[src/rtl/ps2_pkg.sv]
// Shared PS/2 definitions: FSM state encoding, frame length and parity helper.
// Used by both the ps2_kbd_tx transmitter and the ps2_keyboard receiver.
package ps2_pkg;

    typedef enum logic [1:0] {
        StIdle,
        StSetup,
        StLow,
        StGap
    } ps2_state_e;

    localparam int unsigned PS2_FRAME_BITS = 11;

    function automatic logic ps2_odd_parity(input logic [7:0] b);
        return ~^b;
    endfunction

endpackage

[src/rtl/ps2_tx_fifo.sv]
// Synchronous byte FIFO with registered full/empty flags and wrap-bit pointers.
module ps2_tx_fifo #(
    parameter int unsigned Depth = 8
) (
    input  logic       clk_i,
    input  logic       rst_ni,
    input  logic       push_i,
    input  logic [7:0] wdata_i,
    input  logic       pop_i,
    output logic [7:0] rdata_o,
    output logic       full_o,
    output logic       empty_o
);

    localparam int unsigned AW = $clog2(Depth);

    logic [7:0]  mem [Depth];
    logic [AW:0] wptr_q, wptr_d;
    logic [AW:0] rptr_q, rptr_d;
    logic        full_q, full_d;
    logic        empty_q, empty_d;
    logic        do_push, do_pop;

    assign do_push = push_i && !full_q;
    assign do_pop  = pop_i && !empty_q;

    always_comb begin
        wptr_d  = wptr_q + (AW + 1)'(do_push);
        rptr_d  = rptr_q + (AW + 1)'(do_pop);
        // Same index with opposite wrap bits means every slot is occupied.
        full_d  = (wptr_d[AW] != rptr_d[AW]) && (wptr_d[AW-1:0] == rptr_d[AW-1:0]);
        empty_d = (wptr_d == rptr_d);
    end

    always_ff @(posedge clk_i or negedge rst_ni) begin
        if (!rst_ni) begin
            wptr_q  <= '0;
            rptr_q  <= '0;
            full_q  <= 1'b0;
            empty_q <= 1'b1;
        end else begin
            wptr_q  <= wptr_d;
            rptr_q  <= rptr_d;
            full_q  <= full_d;
            empty_q <= empty_d;
        end
    end

    always_ff @(posedge clk_i) begin
        if (do_push) begin
            mem[wptr_q[AW-1:0]] <= wdata_i;
        end
    end

    assign rdata_o = mem[rptr_q[AW-1:0]];
    assign full_o  = full_q;
    assign empty_o = empty_q;

endmodule

[src/rtl/ps2_kbd_tx.sv]
// Device-side PS/2 keyboard transmitter: queued bytes go out as 11-bit odd-parity frames.
// Optional host-inhibit sensing on ps2_clk_in is enabled with `define PS2TX_INHIBIT_EN.
module ps2_kbd_tx
    import ps2_pkg::*;
#(
    parameter int unsigned CLK_DIV    = 30,
    parameter int unsigned IDLE_GAP   = 60,
    parameter int unsigned FIFO_DEPTH = 8
) (
    input  logic       clk,
    input  logic       clrn,
    input  logic [7:0] wr_data,
    input  logic       wr_en,
    output logic       full,
    output logic       overflow,
    output logic       busy,
    output logic       ps2_clk,
    output logic       ps2_data
`ifdef PS2TX_INHIBIT_EN
    ,
    input  logic       ps2_clk_in
`endif
);

    localparam int unsigned CNT_MAX = (CLK_DIV > IDLE_GAP) ? CLK_DIV : IDLE_GAP;
    localparam int unsigned CNT_W   = $clog2(CNT_MAX + 1);
    localparam logic [3:0]  LAST_BIT = 4'(PS2_FRAME_BITS - 1);

    ps2_state_e       state_q, state_d;
    logic [3:0]       bit_q, bit_d;
    logic [CNT_W-1:0] cnt_q, cnt_d;
    logic [10:0]      shift_q, shift_d;
    logic             retx_q, retx_d;
    logic             overflow_q, overflow_d;
    logic             busy_q, busy_d;
    logic             ps2_clk_q, ps2_clk_d;
    logic             ps2_data_q, ps2_data_d;

    logic             fifo_pop;
    logic [7:0]       fifo_rdata;
    logic             fifo_full;
    logic             fifo_empty;
    logic             bus_free;
    logic             load;

    ps2_tx_fifo #(
        .Depth (FIFO_DEPTH)
    ) u_fifo (
        .clk_i   (clk),
        .rst_ni  (clrn),
        .push_i  (wr_en),
        .wdata_i (wr_data),
        .pop_i   (fifo_pop),
        .rdata_o (fifo_rdata),
        .full_o  (fifo_full),
        .empty_o (fifo_empty)
    );

`ifdef PS2TX_INHIBIT_EN
    logic [1:0] sync_q;

    always_ff @(posedge clk or negedge clrn) begin
        if (!clrn) begin
            sync_q <= 2'b11;
        end else begin
            sync_q <= {sync_q[0], ps2_clk_in};
        end
    end

    assign bus_free = sync_q[1];
`else
    assign bus_free = 1'b1;
`endif

    always_ff @(posedge clk or negedge clrn) begin
        if (!clrn) begin
            state_q    <= StIdle;
            bit_q      <= '0;
            cnt_q      <= '0;
            shift_q    <= '1;
            retx_q     <= 1'b0;
            overflow_q <= 1'b0;
            busy_q     <= 1'b0;
            ps2_clk_q  <= 1'b1;
            ps2_data_q <= 1'b1;
        end else begin
            state_q    <= state_d;
            bit_q      <= bit_d;
            cnt_q      <= cnt_d;
            shift_q    <= shift_d;
            retx_q     <= retx_d;
            overflow_q <= overflow_d;
            busy_q     <= busy_d;
            ps2_clk_q  <= ps2_clk_d;
            ps2_data_q <= ps2_data_d;
        end
    end

    always_comb begin
        state_d  = state_q;
        bit_d    = bit_q;
        cnt_d    = cnt_q;
        shift_d  = shift_q;
        retx_d   = retx_q;
        fifo_pop = 1'b0;
        load     = 1'b0;

        unique case (state_q)
            StIdle: begin
                load = bus_free && (retx_q || !fifo_empty);
            end
            StSetup: begin
                if (!bus_free && (bit_q <= 4'd9)) begin
                    state_d = StGap;
                    cnt_d   = '0;
                    retx_d  = 1'b1;
                end else if (cnt_q == CNT_W'(CLK_DIV - 1)) begin
                    state_d = StLow;
                    cnt_d   = '0;
                end else begin
                    cnt_d = cnt_q + CNT_W'(1);
                end
            end
            StLow: begin
                if (cnt_q == CNT_W'(CLK_DIV - 1)) begin
                    cnt_d = '0;
                    if (bit_q == LAST_BIT) begin
                        state_d = StGap;
                    end else begin
                        bit_d   = bit_q + 4'd1;
                        state_d = StSetup;
                    end
                end else begin
                    cnt_d = cnt_q + CNT_W'(1);
                end
            end
            StGap: begin
                // Chain straight into the next frame so queued bytes sit exactly IDLE_GAP apart.
                if (cnt_q == CNT_W'(IDLE_GAP - 1)) begin
                    cnt_d = '0;
                    if (bus_free && (retx_q || !fifo_empty)) begin
                        load = 1'b1;
                    end else begin
                        state_d = StIdle;
                    end
                end else begin
                    cnt_d = cnt_q + CNT_W'(1);
                end
            end
            default: state_d = StIdle;
        endcase

        if (load) begin
            state_d = StSetup;
            bit_d   = '0;
            cnt_d   = '0;
            retx_d  = 1'b0;
            if (!retx_q) begin
                fifo_pop = 1'b1;
                shift_d  = {1'b1, ps2_odd_parity(fifo_rdata), fifo_rdata, 1'b0};
            end
        end
    end

    always_comb begin
        ps2_clk_d  = (state_q != StLow);
        ps2_data_d = 1'b1;
        if ((state_q == StSetup) || (state_q == StLow)) begin
            ps2_data_d = shift_q[bit_q];
        end
        busy_d     = (state_q != StIdle) || !fifo_empty || retx_q;
        overflow_d = overflow_q || (wr_en && fifo_full);
    end

    assign full     = fifo_full;
    assign overflow = overflow_q;
    assign busy     = busy_q;
    assign ps2_clk  = ps2_clk_q;
    assign ps2_data = ps2_data_q;

endmodule

[config.mk]
export PLATFORM = sky130hd
export DESIGN_NAME = ps2_kbd_tx
export DESIGN_NICKNAME = d
export VERILOG_FILES = /design/src/rtl/ps2_pkg.sv /design/src/rtl/ps2_tx_fifo.sv /design/src/rtl/ps2_kbd_tx.sv
export SDC_FILE = /design/constraint.sdc
export NUM_CORES = 1
export LEC_CHECK = 0
export ABC_CLOCK_PERIOD_IN_PS = 3600
export BUFFER_PORTS_ARGS = -buffer_cell sky130_fd_sc_hd__buf_2
export CAP_MARGIN = 10
export CORE_AREA = 2 2 107 109
export CTS_BUF_LIST = sky130_fd_sc_hd__clkbuf_16
export CTS_CLUSTER_SIZE = 28
export DETAILED_ROUTE_END_ITERATION = 6
export DIE_AREA = 0 0 109 111
export GPL_TIMING_DRIVEN = 0
export MAX_ROUTING_LAYER = met4
export PLACE_DENSITY = 0.56
export SYNTH_ARGS = -nofsm -noshare
export SYNTH_HDL_FRONTEND = slang
export SYNTH_SLANG_ARGS = --single-unit
[constraint.sdc]
create_clock -name clk -period 3.6 [get_ports clk]
set_clock_uncertainty 0.15 [all_clocks]
set_input_delay 0.18 -clock clk [delete_from_list [all_inputs] [get_ports clk]]
set_output_delay 0.18 -clock clk [all_outputs]
set_load 0.02 [all_outputs]
==> results.json, run 1 <==
{
  "swShare": 0.257,
  "cts_made_buffers": 9,
  "ant_nets": 0,
  "drv_slew": 0,
  "crit_required_ns": 3.71,
  "grt_pass1_vias": 2267,
  "synth-seq-area-share": 0.666,
  "drv_cap": 0,
  "rows": 39,
  "status": "completed",
  "synth_edf_count": 64,
  "hold_class": "input pin to asynchronous set/reset pin",
  "root_buffer": "clkbuf_16",
  "grt_max_degree": 37,
  "crit_path_end_kind": "flop",
  "num_antenna_cells": 0,
  "drt_iter0_markers": 173,
  "cts_tree": "done",
  "htreeDepth": 3,
  "synth_top_area_frac": 0.451,
  "syn_area_um2": 4260,
  "dieArea_um2": 12100,
  "rrSetupSlack_ns": 0.54,
  "synth_commonest_cells": "64 x edfxtp_1, 23 x dfrtp_1, 20 x nor2_1",
  "synth_top_family_by_area": "multiplexers",
  "synth_area_leader_cell": "edfxtp_1",
  "critPathMostFrequentCell": "ha_1",
  "dp_hpwl_um": 4730,
  "path_max_fanout": 6,
  "async_flop_share": 0.360,
  "p_int_w": 0.00202,
  "first_pass_iters": 4,
  "place_congestion": 0.748,
  "multi_input_area_um2": 1340,
  "startpoint_type": "flop",
  "cpPeakStageDelay_ns": 0.42,
  "yosysWarnings": 0,
  "fmax_ghz": 0.327,
  "dieHeight_um": 111,
  "worst_pin_slew_ns": 0.989,
  "numPortBuffers": 15,
  "synthSimpleGateAreaFrac": 0.0731,
  "antenna_found_initial": 0,
  "clk_latency_ns": 0.34,
  "fin_crit_sh": 0.850,
  "leakage_nw": 1.84,
  "regArea_um2": 2840,
  "synthFlopType": "edfxtp_1",
  "p_switching_w": 0.000698,
  "vias_per_cell": 4.84,
  "grt_first_pass_wirelength_um": 11900,
  "cpMaxStageDelayCell": "dfrtp_1",
  "synthMuxAreaShare": 0.123,
  "finalNetCount": 327,
  "io_pins": 16,
  "synth_xor_area_frac": 0.0469,
  "core_area_um2": 11100,
  "path_delay_family": "simple AND/OR/NAND/NOR gates",
  "timing.final.crit_period_ns": 3.06,
  "fin_ws_ns": 0.540,
  "slew_headroom": 0.338,
  "grt_overflow": 0,
  "p_clk_frac": 0.328,
  "crit_type": "flop to flop",
  "cp.arrival_ns": 3.17,
  "ys_ff_latch": 100,
  "wirelength_um": 7260,
  "ir_worst_vdd_mv": 0.382,
  "combPwrFrac": 0.129,
  "syn-mean-instance-area_um2": 16.0,
  "post_synth_num_cell_types": 39,
  "rsz0062_at_grt": "false",
  "groute.usage.overall": 0.138,
  "pwr-share-seq": 0.543,
  "wl_per_cell_um": 16.1,
  "fillCellCount": 987,
  "synth.area.top_cells": "edfxtp_1 45%, dfrtp_1 13%, mux4_2 8.5%, dfstp_2 8.0%, ha_1 3.8%",
  "netlist_instances": 267,
  "synthAdderAreaFrac": 0.0381,
  "setup_viol_count_final": 0,
  "clkSinkCount": 100,
  "finalHoldViolCount": 0,
  "syn_to_final_growth_pct": 14.9,
  "power.density_nw_per_um2": 554,
  "die_w_um": 109,
  "synth_compound_area_frac": 0.0308,
  "critPathBufInv": 2,
  "synthMostInstantiatedCell": "edfxtp_1",
  "drive_gt1_frac": 0.225,
  "place_ws_ns": 0.530,
  "final.setup.tns_ns": 0,
  "drc_errors": 0,
  "via_count": 2179,
  "clockBufferDepth": 2,
  "synth_fp_nets": 291,
  "path_clk_slew_ns": 0.07,
  "start_util": 0.385,
  "path_cells": "ha_1, and4b_1, a21oi_1, or3_1, clkbuf_1, inv_2, ha_1, ha_1, xor2_1, xor2_1, or3_1, nor2b_1"
}
[final timing paths]
kind	from	to	depth (start not counted)
max	state_q[1]	u_fifo.full_o	12
min	clrn	cnt_q[3]	2
max reg2reg	state_q[1]	u_fifo.full_o	12
min reg2reg	overflow	overflow	1
max in group asynchronous	clrn	u_fifo.rptr_q[2]	2
min in group clk	overflow	overflow	1
[area by class of cell]
cell class / instances / area share
Clock inverter: 6 / 0.00945
Buffer: 8 / 0.0123
Timing Repair Buffer: 25 / 0.0358
Sequential cell: 100 / 0.579
Clock buffer: 9 / 0.0460
Tap cell: 143 / 0.0365
Inverter: 9 / 0.00689
Multi-Input combinational cell: 150 / 0.274
[cell usage in the layout (no fill, tap or decap), drive strengths merged, types with 2 or more instances in the layout]
master,Yosys,layout
nor3,2,2
buf,5,20
nand3,3,3
or3,2,2
nand3b,3,3
nor2,20,20
o211ai,2,2
mux2i,9,9
dfrtp,23,23
and2,5,5
ha,13,13
xor2,12,12
inv,9,14
a211oi,2,2
mux2,2,2
nor2b,3,3
a21oi,2,2
dfstp,13,13
xnor2,10,10
dlygate4sd3,0,10
clkbuf,3,12
nand2b,3,3
nand4,4,4
mux4,18,18
nand2,17,17
edfxtp,64,64
o21ai,12,12
[state kept, by name, summed over array words and instances (netlist names)]
register,flops
u_fifo.rptr_q,4
cnt_q,6
ps2_clk,1
shift_q,10
u_fifo.mem,64
u_fifo.full_o,1
ps2_data,1
u_fifo.empty_o,1
state_q,2
u_fifo.wptr_q,4
bit_q,4
busy,1
overflow,1
[through the flow]
stage | total power (W) | instances | instance area [µm²] | hold WS (ns) | util
floorplan | 0.00172 | 267 | 4260 | -0.266 | -
global placement | 0.00183 | 425 | 4520 | 0.170 | 0.408
detailed placement | 0.00185 | 425 | 4530 | 0.175 | 0.409
CTS | 0.00276 | 450 | 4900 | 0.308 | 0.442
global route | 0.00286 | 450 | 4900 | 0.322 | 0.442
finish | 0.00272 | 450 | 4900 | 0.306 | 0.442
[cells by family after synthesis]
| logic type | after synthesis |
|---|---|
| buffers and inverters | 17 |
| DFF | 100 |
| and+or+nand+nor | 64 |
| adders and majority gates | 13 |
| xor gates and xnor gates | 22 |
| AOI/OAI and AO/OA | 22 |
| muxes | 29 |
[metal layers]
metal	track usage	wire length, µm	vias to the layer above
met5	-	0	-
met4	0.0487	120	0
met3	0.0423	252	10
met2	0.198	3370	34
met1	0.185	3520	1077
li1	-	-	1058
[power groups by stage]
stage          Clock [W]  Sequential [W]  Combinational, W
3_3_place_gp           0         0.00149          0.000345
3_5_place_dp           0         0.00150          0.000354
4_1_cts         0.000926         0.00147          0.000363
5_1_grt         0.000978         0.00149          0.000394
2_1_floorplan          0         0.00149          0.000232
6_report        0.000891         0.00147          0.000352
[what timing repair did]
item                                    CTS  global route
hold buffers                             10             0
endpoints found under the setup margin    0             0
buffers inserted                          0             0
gates resized for setup                   0             0
endpoints found under the hold margin    88             0
Note: power is estimated with default switching activity, not from simulation.
==> run 2, diff against run 1 <==
Settings changed: ABC_AREA from default to 1, ABC_CLOCK_PERIOD_IN_PS 3600 to 3200, CORE_AREA 2 2 107 109 to 2 2 113 115, DIE_AREA 0 0 109 111 to 0 0 115 117, PLACE_DENSITY 0.56 to 0.55.
Clock period 3.6 ns to 3.2 ns, I/O delays scaled along.
==> run 2 against run 1 <==
Die area increased by 11%. Global-route usage up 3.4 points. Clock power increased by 19%. Design area up 10%. Utilization decreased by 0.29 points. Synthesized cell count grew 92%. Wire length up 37%. Sequential power grew 31%. Critical path type unchanged.
==> results.json, run 2 <==
{
  "post_synth_num_cell_types": 35,
  "slew_headroom": 0.285,
  "syn-mean-instance-area_um2": 9.31,
  "path_clk_slew_ns": 0.06,
  "async_flop_share": 0.360,
  "wirelength_um": 9960,
  "hold_class": "input pin to asynchronous set/reset pin",
  "synth_edf_count": 64,
  "place_ws_ns": 0.716,
  "rrSetupSlack_ns": 0.73,
  "htreeDepth": 3,
  "fmax_ghz": 0.406,
  "path_max_fanout": 9,
  "dp_hpwl_um": 6700,
  "core_area_um2": 12300,
  "rows": 41,
  "grt_overflow": 0,
  "start_util": 0.387,
  "postCtsHoldBufs": 10,
  "synth_commonest_cells": "169 x nand2_1, 69 x inv_1, 64 x edfxtp_1",
  "dieArea_um2": 13500,
  "reg2reg_depth": 11,
  "syn_area_um2": 4770,
  "cts_tree": "done",
  "drv_slew": 0,
  "drt_iter0_markers": 173,
  "r2r_end": "u_fifo.full_o",
  "grt_max_degree": 37,
  "netlist_instances": 512,
  "grt_pass1_vias": 3289,
  "leakage_nw": 2.47,
  "final_cell_mix": "169 x nand2_1, 70 x inv_1, 64 x edfxtp_1, 41 x nand3_1, 41 x nor2_1",
  "power.density_nw_per_um2": 993,
  "largest_register_ffs": 64,
  "groute.usage.overall": 0.172,
  "fin_ws_ns": 0.734,
  "die_w_um": 115,
  "numPortBuffers": 15,
  "postCtsSetupBuffers": 0,
  "layout_commonest_cell": "nand2_1",
  "synth_fp_nets": 536,
  "cts_resized": 0,
  "clockBufferDepth": 2,
  "fillCellCount": 1217,
  "crit_required_ns": 3.33,
  "syn_to_final_growth_pct": 13.5,
  "worst_pin_slew_ns": 1.07,
  "clkSinkCount": 100,
  "status": "completed",
  "drc_errors": 0,
  "rsz0062_at_grt": "false",
  "ir_worst_vdd_mv": 0.583,
  "vias_per_cell": 4.73,
  "timing.final.crit_period_ns": 2.47,
  "ant_nets": 0,
  "clk_latency_ns": 0.35,
  "antenna_found_initial": 0,
  "drive_gt1_frac": 0.116,
  "finalHoldViolCount": 0,
  "num_antenna_cells": 0,
  "dieHeight_um": 117,
  "yosysWarnings": 0,
  "final.setup.tns_ns": 0,
  "synthMostInstantiatedCell": "nand2_1",
  "first_pass_iters": 4,
  "synth.area.top_cells": "edfxtp_1 40%, nand2_1 13%, dfrtp_1 12%, dfstp_2 7.2%, inv_1 5.4%",
  "root_buffer": "clkbuf_16",
  "setup_viol_count_final": 0,
  "wl_per_cell_um": 14.2,
  "synth_top_area_frac": 0.403,
  "synth-seq-area-share": 0.596,
  "place_congestion": 0.815,
  "cp.arrival_ns": 2.59,
  "timing.rr.start": "state_q[0]",
  "synth_area_leader_cell": "edfxtp_1",
  "synthFlopType": "edfxtp_1",
  "via_count": 3315,
  "startpoint_type": "flop",
  "ys_ff_latch": 100,
  "fin_crit_sh": 0.770,
  "io_pins": 16,
  "cts_made_buffers": 9,
  "crit_path_end_kind": "flop",
  "drv_cap": 0,
  "grt_first_pass_wirelength_um": 16600,
  "finalNetCount": 572,
  "crit_type": "flop to flop"
}
run 2: cell count changes after synthesis, moves of 5 or more:
cell     change
and2_1       -5
inv_1       +61
mux2i_1      -9
mux4_2      -16
nand2_1    +152
nand3_1     +38
nor2_1      +21
o21ai_0     +17
o21ai_1      -9
xor2_1       -8
run 2: worst max path at each step:
stage                     startpoint             end  cells after the start
after floorplan           state_q[0]  u_fifo.empty_o                     11
after global placement    state_q[0]   u_fifo.full_o                     11
after detailed placement  state_q[0]   u_fifo.full_o                     11
after CTS                 state_q[0]   u_fifo.full_o                     11
after global routing        cnt_q[0]   u_fifo.full_o                     13
final                     state_q[0]   u_fifo.full_o                     11
run 2: logic make-up after synthesis:
group	share of synthesized area
and+or+nand+nor	0.221
DFF	0.596
adders and majority gates	0.0341
AOI/OAI and AO/OA	0.0535
buffers and inverters	0.0790
xor gates and xnor gates	0.0165
run 2: cell type report:
type                       instances  area [µm²]  area share
multi-input combinational        324        1550       0.287
clock inverter                     5        55.1      0.0102
clock buffer                       9         225      0.0416
buffer                            14        98.8      0.0183
sequential                       100        2840       0.525
inverter                          74         278      0.0513
timing repair buffer              25         175      0.0324
tap                              150         188      0.0347
run 2: power by group:
group | switching [W] | internal [W] | leakage (nW)
registers | 0.000173 | 0.00175 | 1.00
logic | 0.00157 | 0.000816 | 1.34
clock network | 0.000461 | 0.000595 | 0.135
total | 0.00221 | 0.00317 | 2.47
run 2: worst max-delay path, cell delays in order (launching register included):
cell and delay, ns:
dfrtp_1 0.39, inv_1 0.10, ha_1 0.34, nor2_1 0.14, nand2_2 0.15, inv_1 0.18, ha_1 0.19, ha_1 0.15
xor2_1 0.23, xnor2_1 0.15, nand3_1 0.11, nor2_1 0.12
run 2: layer usage:
metal | vias up | track usage | wire [µm]
li1 | 1716 | - | -
met5 | - | - | 0
met3 | 13 | 0.0422 | 329
met1 | 1541 | 0.209 | 4630
met4 | 0 | 0.0627 | 137
met2 | 45 | 0.280 | 4870
run 2: per-stage QoR:
step	cells	total power [W]	area (µm²)	util	hold WS (ns)
finish	701	0.00537	5410	0.439	0.268
CTS	701	0.00544	5410	0.439	0.297
global route	701	0.00590	5410	0.439	0.316
floorplan	512	0.00372	4770	-	-0.286
detailed placement	677	0.00436	5030	0.409	0.134
global placement	677	0.00430	5030	0.409	0.141
==> run 3, diff against run 2 <==
Settings changed: ABC_CLOCK_PERIOD_IN_PS 3200 to 2100, PLACE_DENSITY 0.55 to 0.57.
Clock period 3.2 ns to 2.1 ns, I/O delays scaled along.
==> run 3 against run 2 <==
The run now ends with negative setup slack left. Non-clock buffer count up 6. Sequential cell count unchanged. Sequential power up 53%. Hold slack worse by 0.16 ns. Critical path type unchanged. Largest power group unchanged.
==> results.json, run 3 (same netlist as run 2, synthesis figures left out) <==
{
  "drv_cap": 0,
  "place_area_um2": 5030,
  "fillCellCount": 1174,
  "final.setup.tns_ns": -0.0204,
  "crit_path_end_kind": "flop",
  "reg2reg_depth": 13,
  "grt_first_pass_wirelength_um": 16500,
  "cts_made_buffers": 9,
  "drc_errors": 0,
  "ir_worst_vdd_mv": 0.844,
  "syn_to_final_growth_pct": 17.5,
  "regArea_um2": 2840,
  "clk_latency_ns": 0.35,
  "root_buffer": "clkbuf_16",
  "drv_slew": 0,
  "grt_overflow": 0,
  "ant_nets": 0,
  "num_antenna_cells": 0,
  "dieArea_um2": 13500,
  "layout_commonest_cell": "nand2_1",
  "power_w": 0.00866,
  "rsz0062_at_grt": "true",
  "clockBufferDepth": 2,
  "wirelength_um": 10300,
  "finalNetCount": 578,
  "fin_crit_sh": 1.01,
  "hold_class": "input pin to flop",
  "power.density_nw_per_um2": 1550,
  "cts_tree": "done",
  "dp_hpwl_um": 6580,
  "startpoint_type": "flop",
  "path_max_fanout": 2,
  "first_pass_iters": 4,
  "rows": 41,
  "via_count": 3377,
  "grt_pass1_vias": 3227,
  "grt_max_degree": 37,
  "setup_viol_count_final": 2,
  "path_clk_slew_ns": 0.07,
  "hold_depth": 4,
  "clkSinkCount": 100,
  "antenna_found_initial": 0,
  "status": "finished with violations",
  "place_congestion": 0.844,
  "groute.usage.overall": 0.169,
  "violations": "negative setup slack",
  "numPortBuffers": 15,
  "wl_per_cell_um": 14.5,
  "start_util": 0.387,
  "leakage_nw": 2.52,
  "slew_headroom": 0.478,
  "vias_per_cell": 4.76,
  "fin_area_um2": 5600,
  "dieHeight_um": 117,
  "die_w_um": 115,
  "crit_required_ns": 2.23,
  "fmax_ghz": 0.473,
  "timing.final.crit_period_ns": 2.11,
  "drive_gt1_frac": 0.172,
  "final_cell_mix": "169 x nand2_1, 66 x inv_1, 64 x edfxtp_1, 40 x nand3_1, 31 x nor2_1",
  "fin_ws_ns": -0.0136,
  "finalHoldViolCount": 0,
  "io_pins": 16,
  "multi_input_area_um2": 1650,
  "worst_pin_slew_ns": 0.784,
  "crit_type": "flop to flop",
  "htreeDepth": 3,
  "drt_iter0_markers": 248,
  "core_area_um2": 12300,
  "largest_register_ffs": 64,
  "cp.arrival_ns": 2.24
}
-- run 3: layout make-up --
cell class              count  area share
clock buffers               9      0.0402
inverters                  74      0.0512
flip-flops and latches    100       0.507
well taps                 150      0.0335
clock inverters             7      0.0141
plain buffers              14      0.0205
repair buffers             31      0.0393
multi-input cells         324       0.294
-- run 3: layer usage --
metal,wire [µm],part of all wire,track usage
met1,4670,0.45,0.204
met2,4970,0.48,0.286
met3,425,0.041,0.0340
met4,216,0.021,0.0546
met5,0,0,-
-- run 3: critical path, stage by stage (launching register included) --
cell and delay (ns):
dfrtp_1 0.37, ha_2 0.20, nand3_2 0.07, nor2_2 0.12, nand2_1 0.09, nand2_1 0.09
nand2_2 0.06, inv_2 0.08, ha_4 0.14, ha_4 0.13, xor2_2 0.18, xnor2_1 0.14
nand3_1 0.12, nor2_2 0.12
-- run 3: repair_timing --
| item | CTS | global route |
|---|---|---|
| endpoints found under the hold margin | 88 | 0 |
| setup buffers | 5 | 1 |
| hold buffers | 10 | 0 |
| pin swaps | 6 | 6 |
| resized for setup | 11 | 20 |
| setup endpoints to repair | 40 | 46 |
-- run 3: path summary, 6_finish.rpt --
path                                     to     start  slack (ns)
max                           u_fifo.full_o  cnt_q[0]       -0.01
min                        u_fifo.wptr_q[0]     wr_en        0.11
max reg2reg                   u_fifo.full_o  cnt_q[0]       -0.01
min reg2reg                        overflow  overflow        0.31
max in group asynchronous  u_fifo.rptr_q[0]      clrn        1.03
min in group asynchronous          bit_q[2]      clrn        0.23
-- run 3: through the flow --
stage                     instances  hold slack (ns)   util  worst slack (ns)
after floorplan                 512           -0.341      -           0.00487
after global placement          677           0.0825  0.409            -0.256
after detailed placement        677           0.0860  0.409            -0.310
after CTS                       708            0.113  0.450           -0.0509
after global routing            709            0.189  0.455            -0.139
final                           709            0.111  0.455           -0.0136
-- run 3: power breakdown --
| group | internal [W] | total (W) | switching, W | leakage (nW) |
|---|---|---|---|---|
| Sequential | 0.00267 | 0.00295 | 0.000280 | 0.998 |
| Combinational | 0.00144 | 0.00401 | 0.00257 | 1.38 |
| Clock | 0.000939 | 0.00169 | 0.000754 | 0.146 |
